<file path="config.mk">
export PLATFORM = sky130hd
export DESIGN_NAME = unary_add_sched
export DESIGN_NICKNAME = d
export VERILOG_FILES = /design/src/rtl/unary_add_sched.sv
export SDC_FILE = /design/constraint.sdc
export NUM_CORES = 1
export LEC_CHECK = 0
export CAP_MARGIN = 5
export CELL_PAD_IN_SITES_DETAIL_PLACEMENT = 1
export CELL_PAD_IN_SITES_GLOBAL_PLACEMENT = 1
export CORE_MARGIN = 2
export CORE_UTILIZATION = 39
export CTS_CLUSTER_DIAMETER = 30
export DETAILED_ROUTE_END_ITERATION = 10
export PLACE_DENSITY_LB_ADDON = 0.1
export SLEW_MARGIN = 20
export SYNTH_ARGS = -nofsm -noshare
export SYNTH_HDL_FRONTEND = slang
export SYNTH_SLANG_ARGS = --single-unit
</file>
<file path="constraint.sdc">
create_clock -name clk -period 5 [get_ports clk]
set_input_delay 1 -clock clk [delete_from_list [all_inputs] [get_ports clk]]
set_output_delay 1 -clock clk [all_outputs]
set_load 0.01 [all_outputs]
</file>
<file path="src/rtl/unary_add_sched.sv">
// Purpose : round-robin share of one external unary adder between NREQ requesters.
// Latency : 1 + max(a,b) + (sum+2) + 1 cycles from request seen in IDLE to rsp_valid.
// Backpres: requesters hold req and operands until rsp_valid; later requests wait.
//
// Ports
//   clk, rst_n          : clock (rising edge) and asynchronous active-low reset
//   req                 : per-requester request, held until the matching response
//   op_a, op_b          : packed binary operands, requester i at [i*W +: W]
//   gnt                 : one-hot grant while the adder is working for a requester
//   busy                : high whenever the scheduler is not idle
//   rsp_valid           : one-cycle response strobe
//   rsp_id, rsp_sum,
//   rsp_carry           : answered requester, (a+b) mod (LEN+1), and a+b > LEN
//   add_en, add_rw,
//   add_a, add_b        : registered controls to the shared adder
//   add_dout, add_c     : unary drain output and carry from the shared adder

module unary_add_sched #(
    parameter int NREQ = 4,
    parameter int LEN  = 16,
    parameter int W    = 5,
    parameter int IW   = 2
) (
    input  logic              clk,
    input  logic              rst_n,
    input  logic [NREQ-1:0]   req,
    input  logic [NREQ*W-1:0] op_a,
    input  logic [NREQ*W-1:0] op_b,
    output logic [NREQ-1:0]   gnt,
    output logic              busy,
    output logic              rsp_valid,
    output logic [IW-1:0]     rsp_id,
    output logic [W-1:0]      rsp_sum,
    output logic              rsp_carry,
    output logic              add_en,
    output logic              add_rw,
    output logic              add_a,
    output logic              add_b,
    input  logic              add_dout,
    input  logic              add_c
);

    localparam logic [W-1:0]  LEN_W    = W'(LEN);
    localparam logic [IW-1:0] LAST_IDX = IW'(NREQ - 1);

    typedef enum logic [1:0] {
        IDLE  = 2'd0,
        LOAD  = 2'd1,
        WRITE = 2'd2,
        RESP  = 2'd3
    } state_t;

    // Index base+off folded back into 0..NREQ-1 (off < NREQ).
    function automatic logic [IW-1:0] wrap_idx(input logic [IW-1:0] base, input int off);
        int t;
        t = int'(base) + off;
        if (t >= NREQ) begin
            t = t - NREQ;
        end
        return IW'(t);
    endfunction

    // Operands above LEN saturate to LEN.
    function automatic logic [W-1:0] sat(input logic [W-1:0] v);
        return (v > LEN_W) ? LEN_W : v;
    endfunction

    // ------------------------------------------------------------------
    // Transaction state
    // ------------------------------------------------------------------
    state_t        state,  state_nx;
    logic [W-1:0]  k,      k_nx;       // read-phase cycle counter
    logic [W-1:0]  a_r,    a_nx;       // saturated operand A
    logic [W-1:0]  b_r,    b_nx;       // saturated operand B
    logic [W-1:0]  mx,     mx_nx;      // read-phase length, max(a,b)
    logic [W-1:0]  n,      n_nx;       // ones seen on add_dout
    logic          flag,   flag_nx;    // sticky carry
    logic          wfirst, wfirst_nx;  // first cycle of the drain phase
    logic [IW-1:0] idx,    idx_nx;     // granted requester
    logic [IW-1:0] rr,     rr_nx;      // round-robin start point

    // Next values of the registered outputs
    logic [NREQ-1:0] gnt_nx;
    logic            busy_nx;
    logic            rsp_valid_nx;
    logic [IW-1:0]   rsp_id_nx;
    logic [W-1:0]    rsp_sum_nx;
    logic            rsp_carry_nx;
    logic            add_en_nx;
    logic            add_rw_nx;
    logic            add_a_nx;
    logic            add_b_nx;

    // Arbitration
    logic            pick_vld;
    logic [IW-1:0]   pick;
    logic [W-1:0]    op_a_sel;
    logic [W-1:0]    op_b_sel;

    // Scan from the highest offset down so the lowest offset from rr wins.
    always_comb begin
        pick_vld = 1'b0;
        pick     = '0;
        for (int j = NREQ - 1; j >= 0; j--) begin
            if (req[wrap_idx(rr, j)]) begin
                pick_vld = 1'b1;
                pick     = wrap_idx(rr, j);
            end
        end
    end

    assign op_a_sel = op_a[int'(pick) * W +: W];
    assign op_b_sel = op_b[int'(pick) * W +: W];

    // ------------------------------------------------------------------
    // Next-state logic. The adder controls and response outputs are
    // derived from the next state so they can be registered and still
    // line up with the state they belong to.
    // ------------------------------------------------------------------
    always_comb begin
        state_nx  = state;
        k_nx      = k;
        a_nx      = a_r;
        b_nx      = b_r;
        mx_nx     = mx;
        n_nx      = n;
        flag_nx   = flag;
        wfirst_nx = wfirst;
        idx_nx    = idx;
        rr_nx     = rr;

        case (state)
            IDLE: begin
                if (pick_vld) begin
                    idx_nx    = pick;
                    a_nx      = sat(op_a_sel);
                    b_nx      = sat(op_b_sel);
                    mx_nx     = (a_nx > b_nx) ? a_nx : b_nx;
                    k_nx      = '0;
                    n_nx      = '0;
                    flag_nx   = 1'b0;
                    wfirst_nx = 1'b1;
                    // Nothing to feed when both operands are zero.
                    state_nx  = (mx_nx == '0) ? WRITE : LOAD;
                end
            end
            LOAD: begin
                flag_nx = flag | add_c;
                k_nx    = k + 1'b1;
                if (k_nx == mx) begin
                    state_nx = WRITE;
                end
            end
            WRITE: begin
                if (wfirst) begin
                    // Carry from the final read edge only shows up now;
                    // add_dout is still the read-phase zero.
                    flag_nx   = flag | add_c;
                    wfirst_nx = 1'b0;
                end else if (add_dout) begin
                    n_nx = n + 1'b1;
                end else begin
                    // First zero after the run of ones: adder is empty.
                    state_nx = RESP;
                end
            end
            RESP: begin
                rr_nx    = (idx == LAST_IDX) ? '0 : idx + 1'b1;
                state_nx = IDLE;
            end
            default: begin
                state_nx = IDLE;
            end
        endcase

        add_en_nx = (state_nx == LOAD) || (state_nx == WRITE);
        add_rw_nx = (state_nx == WRITE);
        add_a_nx  = (state_nx == LOAD) && (k_nx < a_nx);
        add_b_nx  = (state_nx == LOAD) && (k_nx < b_nx);

        gnt_nx = '0;
        if ((state_nx == LOAD) || (state_nx == WRITE)) begin
            gnt_nx[idx_nx] = 1'b1;
        end

        busy_nx      = (state_nx != IDLE);
        rsp_valid_nx = (state_nx == RESP);
        rsp_id_nx    = (state_nx == RESP) ? idx_nx  : '0;
        rsp_sum_nx   = (state_nx == RESP) ? n_nx    : '0;
        rsp_carry_nx = (state_nx == RESP) ? flag_nx : 1'b0;
    end

    // ------------------------------------------------------------------
    // State register
    // ------------------------------------------------------------------
    always_ff @(posedge clk or negedge rst_n) begin
        if (!rst_n) begin
            state  <= IDLE;
            k      <= '0;
            a_r    <= '0;
            b_r    <= '0;
            mx     <= '0;
            n      <= '0;
            flag   <= 1'b0;
            wfirst <= 1'b0;
            idx    <= '0;
            rr     <= '0;
        end else begin
            state  <= state_nx;
            k      <= k_nx;
            a_r    <= a_nx;
            b_r    <= b_nx;
            mx     <= mx_nx;
            n      <= n_nx;
            flag   <= flag_nx;
            wfirst <= wfirst_nx;
            idx    <= idx_nx;
            rr     <= rr_nx;
        end
    end

    // ------------------------------------------------------------------
    // Output registers
    // ------------------------------------------------------------------
    always_ff @(posedge clk or negedge rst_n) begin
        if (!rst_n) begin
            gnt       <= '0;
            busy      <= 1'b0;
            rsp_valid <= 1'b0;
            rsp_id    <= '0;
            rsp_sum   <= '0;
            rsp_carry <= 1'b0;
            add_en    <= 1'b0;
            add_rw    <= 1'b0;
            add_a     <= 1'b0;
            add_b     <= 1'b0;
        end else begin
            gnt       <= gnt_nx;
            busy      <= busy_nx;
            rsp_valid <= rsp_valid_nx;
            rsp_id    <= rsp_id_nx;
            rsp_sum   <= rsp_sum_nx;
            rsp_carry <= rsp_carry_nx;
            add_en    <= add_en_nx;
            add_rw    <= add_rw_nx;
            add_a     <= add_a_nx;
            add_b     <= add_b_nx;
        end
    end

endmodule

</file>
Yosys cells after proc, flatten, opt, wreduce, memory -nomap -nowiden --
Cells that the tools add are included.
Cells by class: $lt $le $gt $ge 15, divide/modulo/power cells 0, multiply operators 1, shifts and indexed selects 2, bitwise logic cells 1, reductions and logical operators 10, mux-type cells 53, equal/unequal tests 9, $add $sub $neg 10
Operator list (count):
- two-way mux 5 bit | 12
- two-way mux 2 bit | 17
- variable part select 20 x 32 -> 5 bit | 1
- one-hot mux 5 bit (2 select lines) | 2
- variable part select 20 x 6 -> 5 bit | 1
- less-than comparator 2 x 3 -> 1 bit, second input constant | 5
- two-way mux 1 bit | 13
- adder 5 x 1 -> 5 bit, second input constant | 2
- equality test 2 bit, second input constant | 5
- greater-than comparator 5 bit, second input constant | 2
- less-than comparator 5 bit | 2
- greater-or-equal comparator 3 bit, second input constant | 3
- binary-select mux 1 bit (select 2 bit) | 4
- one-hot mux 2 bit (4 select lines) | 1
- subtractor 2 x 1 -> 2 bit, second input constant | 4
- adder 2 x 2 -> 3 bit, second input constant | 2
- equality test 5 bit | 1
- greater-than comparator 5 bit | 1
- logical NOT 5 bit | 1
- multiplier 2 x 3 -> 5 bit, second input constant | 1
- equality test 2 x 1 -> 1 bit, second input constant | 2
- two-way mux 4 bit | 1
- AND reduction 2 bit | 2
- nonzero test 2 bit | 2
- other kinds (12) | 14
Storage, ports and cells: memories kept 0, bits in read-only memories 0, input bits 48, register bits 51, output and inout port bits 18, latch bits 0, logic and storage cells 121, memory bits (writable) 0

Logic depth before layout (Yosys ltp) --
Gate-level depths: netlist of run 1.
depth in word-level cells 22, depth in mapped cells 18, depth with buffers taken out 17

Worst setup path after synthesis of run 1 --
No wires, ideal clock.
kind in2reg, from in req[1], to reg gnt[3], data arrival time 4555 ps, setup time 120 ps, data required time 4880 ps, buffers on the path 0, slack 326 ps, stages 16, path through nor3b_1 > a211oi_2 > nor2_1 > mux2_2 > o21ai_1 > nand2b_1 > inv_1 > ha_1 > a41o_1 > a311o_2 > nand3_4 > mux2_4 > a221o_1 > ha_1 > inv_1 > and3_1
Between the ends: longest elaborated chain between the ends 19, elaborated cells between the ends (all ways) 40, classes of those cells mul (1); order compare (5); eq/ne (2); shift (2); mux (27); reduce/logical (3)
RTL lines:
- from (decl) | line 26 | input logic [NREQ-1:0] req,
- binary-select mux 1 bit (select 2 bit) | line 105 | if (req[wrap_idx(rr, j)]) begin
- two-way mux 1 bit (implied by the code) | line 105
- two-way mux 2 bit (4 in series) | line 105
- multiplier 2 x 3 -> 5 bit | line 112, 113
- variable part select 20 x 32 -> 5 bit or variable part select 20 x 6 -> 5 bit (tied branches) | line 112, 113
- greater-than comparator 5 bit | line 65 | return (v > LEN_W) ? LEN_W : v;
- two-way mux 5 bit | line 65
- greater-than comparator 5 bit | line 138 | mx_nx = (a_nx > b_nx) ? a_nx : b_nx;
- (+3 left out)
- two-way mux 2 bit * | line 134 | if (pick_vld) begin
- one-hot mux 2 bit (4 select lines) * | line 132 | case (state)
- named net state_nx[0] | line 71 | state_t state, state_nx;
- equality test 2 x 1 -> 1 bit or equality test 2 bit (tied branches)
- logical OR 1 bit *
- named net add_en_nx | line 89 | logic add_en_nx;
- two-way mux 4 bit * | line 182 | if ((state_nx == LOAD) || (state_nx == WRITE)) begin
- named net gnt_nx[3] | line 83 | logic [NREQ-1:0] gnt_nx;
- to (signal assigned) | line 238 | gnt <= gnt_nx;
- to (decl) | line 29 | output logic [NREQ-1:0] gnt,
The timed path passes the listed nets; every way through them passes the cells marked *. The select of a mux whose other input is x is not followed. A chain may end at the register's enable or synchronous reset.

Worst setup path after layout of run 1 --
from in req[3], to reg gnt[3]
Same word-level chain as after synthesis.

==> flow_summary.yaml, run 1 <==
grt:
  grt-ovfl-total: 0
  grt_antenna_before_repair: 0
  first_global_vias: 2971
  grt_start_max_net_pins: 52
  first_pass_grt_wire_length_mm: 14.70
  globalRouteTotalUtil_pct: 21.59
worst_setup_path:
  regToRegStartpoint: "rr[0]$_DFFE_PN0N_"
  endpoint: "gnt[3]$_DFF_PN0_"
  crit-reg2reg-capture: "gnt[3]$_DFF_PN0_"
  worst_setup_path_end_kind: "flip-flop"
  crit_path_start: "req[3]"
  timing.reg2reg.setup_slack_ns: 0.93
  crit_cells: 19
  crit_path_max_fanout: 7
  crit_chain: "clkdlybuf4s50_1 > nand2b_1 > a211oi_2 > nor2_1 > buf_4 > mux2i_1 > nand2_1 > o21ai_1 > nand2b_1 > inv_1 > ha_1 > a41o_1 > a311o_2 > nand3_4 > mux2_4 > a221o_1 > ha_1 > inv_1 > and3_1"
  start_to_end_type_of_the_worst_setup_path: "in -> reg"
  worst-endpoint-required_ns: 5.20
  critical-path-max-stage-delay_ns: 0.50
  worst-r2r-cell-count: 18
  startpoint_kind_of_the_worst_setup_timing_path: "input pin"
  critical_path.n_buffers_inverters: 4
  critical-path-slowest-cell: "clkdlybuf4s50_1"
  critical_path.top_delay_family: "compound AO/OA/AOI/OAI gates"
  crit_arrival_ns: 4.94
power_and_ir_drop:
  max-vdd-ir-drop_mv: 0.3360
  power.sequential.fraction_pct: 26.8
  pwr_density_cell_nw_per_um2: 576.6
  net-switching-power_uw: 1004
  design_power_total_uw: 2366
  internal-power_uw: 1362
  power.combinational.fraction_pct: 63.1
  share_clk_of_total_power_pct: 10.1
  switching_share_pct: 42.44
  power_leakage_uw: 0.001865
detailed_routing:
  drt_drc_violations_left: 0
  drt_first_pass_iters: 4
  postRouteAntennaNets: 0
  initialDrtViolationCount: 112
  detail_route.vias_per_cell: 5.386
  wl_met3_um: 277
  route.final.wire_length_mm: 8.871
  highest-signal-layer: "met4"
  wl_per_cell_um: 17.23
  route.vias.total: 2774
  wl_met1_mm: 4.118
  met2_wirelength_mm: 4.397
cells_and_area:
  final_design_area_no_fill_um2: 4104
  mostFrequentLayoutCell: "clkdlybuf4s50_1"
  antenna_cells_inserted: 0
  nets: 479
  most-common-layout-cells: "64 x clkdlybuf4s50_1, 51 x dfrtp_1, 41 x nand2_1"
  filler_cell_count: 887
  post_route_cells_drive_above_1_share_pct: 14.77
  flow.area_growth_from_synthesis_pct: 33.61
clocking:
  cts_hold_buf: 0
  cts_inserted_buffers: 5
  root_cell_of_the_clock_tree: "clkbuf_8"
  worst_setup_hold_path_clk_slew_ns: 0.09
  worst_skew_pair.late_latency_ns: 0.30
  cts_resized: 0
  number_of_buffers_between_clock_root_and_the_deepest_sink: 2
  cts.htree.levels: 2
  cts_tree: "done"
  post-cts-setup-buffers: 0
  tritoncts_num_sinks: 51
timing:
  hold_viol: 0
  timing.fmax_mhz: 211.0
  setup_viol: 0
  slew_headroom_pct: 55.86
  worst_pin_slew_ns: 0.6621
  largest_clock_skew_in_the_final_design_ns: 0.005358
  post-route-min-period_ns: 4.739
  report.final.slew_viol_count: 0
  grt_setup_unrepaired: "no"
  fin_crit_sh_pct: 94.78
die:
  die_x_um: 92.75
  area_of_the_core_region_um2: 7687
  floorplan.die_area_um2: 8602
  die-height_um: 92.75
  placement_rows: 32
  start_util_pct: 39.96
  io_pins: 66
synthesis:
  mappedNetlistArea_um2: 3072
  postSynth.asyncResetShare_pct: 100.0
  yosys_most_used_dff: "dfrtp_1"
  yosys_register_bits: 51
  number_of_flops_mapped_to_enable_cells_by_yosys: 0
  post_synth.cell_area_avg_um2: 9.539
  syn_nets: 389
  yosysWarningCount: 0
  synth_cell_types: 58
  netlist_instances: 322
  synth_seq_area_share_pct: 41.55
place:
  hpwlAfterDp_mm: 7.036
  placement.io_buffers: 65
  gp_routability_congestion: 0.8112
  dpl_cell_area_um2: 4019
run:
  timing.max_cap.violations: 0
hold_path:
  hold_crit_path_type: "reg -> reg"
run_status:
  outcome: "completed"
==> routing by layer <==
| layer | up-vias | track usage, % |
|---|---|---|
| met4 | 0 | 4.044 |
| met5 | - | 0 |
| li1 | 1343 | - |
| met1 | 1373 | 28.31 |
| met3 | 8 | 3.011 |
| met2 | 50 | 38.32 |
==> cell usage after synthesis, drive strengths merged (6+ instances only) <==
cell	n	area, um2
nand3	10	62.56
a32oi	6	52.55
and2	10	65.06
a21oi	12	60.06
nand4	6	37.54
nor2	11	43.80
nor3	7	35.03
nand2	43	166.4
buf	6	33.78
mux2	9	105.1
inv	21	78.83
nand2b	7	43.79
mux2i	6	60.06
dfrtp	51	1276
o21ai	33	165.2
a311oi	6	52.55
ha	19	237.7
==> layout make-up <==
| cell class | instances | area (um2) | area share, % |
|---|---|---|---|
| well taps | 102 | 127.6 | 3.110 |
| multi-input cells | 240 | 1668 | 40.64 |
| clock inverters | 2 | 12.51 | 0.3049 |
| inverters | 21 | 78.83 | 1.921 |
| flip-flops and latches | 51 | 1276 | 31.10 |
| clock buffers | 6 | 72.57 | 1.768 |
| repair buffers | 93 | 868.3 | 21.16 |
==> power groups by stage <==
stage / sequential, uW / combinational, uW / clock [uW]
global route: 651 / 1670 / 257
global placement: 634 / 1460 / 0
floorplan: 632 / 945 / 0
detailed placement: 641 / 1500 / 0
finish: 633 / 1490 / 239
CTS: 633 / 1510 / 249
==> worst min-delay path by stage <==
stage                     startpoint          endpoint  slack (ns)  cells past startpoint
floorplan           a_r[0]$_DFF_PN0_  a_r[0]$_DFF_PN0_        0.44                      2
global placement    a_r[3]$_DFF_PN0_  a_r[3]$_DFF_PN0_        0.46                      2
detailed placement  a_r[0]$_DFF_PN0_  a_r[0]$_DFF_PN0_        0.48                      2
CTS                 a_r[0]$_DFF_PN0_  a_r[0]$_DFF_PN0_        0.50                      2
global route        a_r[3]$_DFF_PN0_  a_r[3]$_DFF_PN0_        0.53                      2
finish              a_r[0]$_DFF_PN0_  a_r[0]$_DFF_PN0_        0.49                      2
==> flip-flops by register name, indices dropped and copies added (netlist names), 2 cells and up <==
name / cells
idx: 2
rsp_id: 2
rr: 2
gnt: 4
k: 5
b_r: 5
mx: 5
n: 5
rsp_sum: 5
state: 2
a_r: 5
==> kinds of logic after synthesis <==
group / Yosys count / synth area share [%]
muxes: 15 / 5.377
AOI/OAI and AO/OA: 91 / 20.86
buffers and inverters: 31 / 4.155
adders and majority gates: 19 / 7.739
xor gates and xnor gates: 8 / 2.526
and+or+nand+nor: 107 / 17.80
DFF: 51 / 41.55
==> metrics by stage <==
stage,std cells,util (%),setup slack (ns),hold slack (ns),TNS [ns]
3_3_place_gp,507,52.28,0.05474,0.4610,0
2_1_floorplan,322,-,0.3258,0.4407,0
4_1_cts,515,53.39,0.2465,0.4969,0
6_report,515,53.39,0.2612,0.4932,0
5_1_grt,515,53.39,0.07221,0.5329,0
3_5_place_dp,507,52.28,-0.04426,0.4776,-0.09896
==> tightest hold or removal path, stage by stage (launching register included) <==
cell and delay, ns:
dfrtp_1 0.33, nand2_1 0.04, o31ai_1 0.08
Note: power is estimated with default switching activity, not from simulation.
==> run 2, diff against run 1 <==
Settings changed: CORE_ASPECT_RATIO set to 0.5, HOLD_SLACK_MARGIN set to 0.02, RECOVER_POWER set to 25.
==> flow_summary.yaml, run 2 (synthesized netlist as in run 1, its figures left out) <==
run_status:
  outcome: "finished, violations left"
  failing_checks: "max-capacitance violations, max-slew violations"
power_and_ir_drop:
  share_clk_of_total_power_pct: 15.1
  internal-power_uw: 1567
  max-vdd-ir-drop_mv: 0.2056
  power.combinational.fraction_pct: 61.1
  pwr_density_cell_nw_per_um2: 625.7
  power.sequential.fraction_pct: 23.9
  switching_share_pct: 41.36
  net-switching-power_uw: 1106
  design_power_total_uw: 2673
  power_leakage_uw: 0.001951
grt:
  grt_start_max_net_pins: 52
  grt_antenna_before_repair: 0
  first_global_vias: 3081
  grt-ovfl-total: 0
  globalRouteTotalUtil_pct: 22.84
  first_pass_grt_wire_length_mm: 15.19
die:
  start_util_pct: 41.03
  floorplan.die_area_um2: 8645
  die-height_um: 66.76
  area_of_the_core_region_um2: 7487
  io_pins: 66
  placement_rows: 22
  die_x_um: 129.5
cells_and_area:
  finish.utilization_pct: 57.05
  multiInputGateArea_um2: 1693
  footprint_of_the_flip_flops_and_latches_um2: 1276
  final_design_area_no_fill_um2: 4272
  antenna_cells_inserted: 0
  nets: 487
  mostFrequentLayoutCell: "clkdlybuf4s50_1"
  flow.area_growth_from_synthesis_pct: 39.06
  filler_cell_count: 865
  most-common-layout-cells: "63 x clkdlybuf4s50_1, 51 x dfrtp_1, 41 x nand2_1"
  post_route_cells_drive_above_1_share_pct: 17.34
detailed_routing:
  detail_route.vias_per_cell: 5.444
  drt_drc_violations_left: 0
  route.final.wire_length_mm: 9.697
  route.vias.total: 2880
  wl_per_cell_um: 18.33
  met2_wirelength_mm: 4.628
  wl_met1_mm: 4.464
  highest-signal-layer: "met4"
  drt_first_pass_iters: 4
  initialDrtViolationCount: 114
  postRouteAntennaNets: 0
  wl_met3_um: 487
clocking:
  cts_tree: "done"
  cts.htree.levels: 2
  tritoncts_num_sinks: 51
  worst_skew_pair.late_latency_ns: 0.30
  worst_setup_hold_path_clk_slew_ns: 0.07
  cts_inserted_buffers: 5
  root_cell_of_the_clock_tree: "clkbuf_16"
  number_of_buffers_between_clock_root_and_the_deepest_sink: 2
  cts_hold_buf: 0
worst_setup_path:
  critical-path-slowest-cell: "clkdlybuf4s50_1"
  start_to_end_type_of_the_worst_setup_path: "in -> reg"
  critical-path-max-stage-delay_ns: 0.45
  worst-endpoint-required_ns: 5.19
  crit_chain: "clkdlybuf4s50_1 > buf_4 > nor2_1 > a211oi_2 > nor2_1 > buf_4 > mux2i_1 > nand2_1 > o21ai_1 > nand2b_1 > inv_1 > ha_1 > a41o_1 > a311o_2 > nand3_4 > mux2_4 > a221o_1 > ha_4 > inv_1 > and3_1"
  worst_setup_path_end_kind: "flip-flop"
  crit_arrival_ns: 4.93
  crit_path_max_fanout: 5
  startpoint_kind_of_the_worst_setup_timing_path: "input pin"
timing:
  largest_clock_skew_in_the_final_design_ns: 0.01045
  timing.fmax_mhz: 210.8
  fin_crit_sh_pct: 94.86
  post-route-min-period_ns: 4.743
  hold_viol: 0
  finalHoldWorstSlack_ns: 0.4886
  worst_pin_slew_ns: 2.695
  slew_headroom_pct: -79.68
  report.final.slew_viol_count: 52
  setup_viol: 0
  grt_setup_unrepaired: "no"
place:
  hpwlAfterDp_mm: 7.172
  dpl_cell_area_um2: 4066
  gp_routability_congestion: 0.8609
  placement.io_buffers: 65
hold_path:
  hold_crit_path_type: "reg -> reg"
run:
  timing.max_cap.violations: 1
-- run 2: metal layers --
metal  global-route usage (%)  vias up
li1                         -     1359
met1                    29.12     1444
met3                    3.293       12
met4                    6.183        0
met2                    41.05       65
met5                        0        -
-- run 2: area by class of cell --
cell class,instances,area share [%]
multi-input combinational,240,39.63
sequential,51,29.88
timing repair buffer,101,21.41
clock buffer,6,3.251
tap,108,3.163
inverter,21,1.845
clock inverter,2,0.8202
-- run 2: what timing repair did --
item                       CTS  global route
resized for setup            0             5
setup endpoints to repair    0            12
setup buffers                0             1
-- run 2: power by group through the flow --
stage	Combinational (uW)	Clock, uW	Sequential (uW)
floorplan	945	0	632
global placement	1480	0	632
detailed placement	1570	0	641
CTS	1590	406	636
global route	1780	418	655
finish	1630	402	638
-- run 2: worst paths after layout --
path	from	to	slack (ns)	cells after the start
max in group asynchronous	rst_n	state[0]$_DFF_PN0_	1.83	2
worst max register to register	rr[1]$_DFFE_PN0N_	gnt[3]$_DFF_PN0_	0.92	16
worst max-delay path	req[1]	gnt[3]$_DFF_PN0_	0.26	20
worst min register to register	a_r[0]$_DFF_PN0_	a_r[0]$_DFF_PN0_	0.49	2
worst min-delay path	a_r[0]$_DFF_PN0_	a_r[0]$_DFF_PN0_	0.49	2
min in group asynchronous	rst_n	mx[3]$_DFFE_PN0P_	1.66	2
-- run 2: per-stage QoR --
step / TNS, ns / setup WS [ns] / std cells
final: 0 / 0.2569 / 529
after global routing: 0 / 0.0003295 / 529
after detailed placement: -1.042 / -0.1570 / 520
after floorplan: 0 / 0.3258 / 322
after global placement: 0 / 0.03177 / 520
after CTS: 0 / 0.1172 / 528
-- run 2: worst max-delay path: cells and delay by family --
family | cells | cell delay [ns]
AO/OA/AOI/OAI | 5 | 1.14
buffers and inverters | 5 | 0.89
AND/OR/NAND/NOR | 6 | 0.73
adder cells (fa/ha/maj) | 2 | 0.64
multiplexers | 2 | 0.51
==> run 3, diff against run 2 <==
Settings changed: SKIP_CTS_REPAIR_TIMING set to 1.
==> results of run 3 <==
No change in the layout: final DEF, timing and power equal those of run 2.
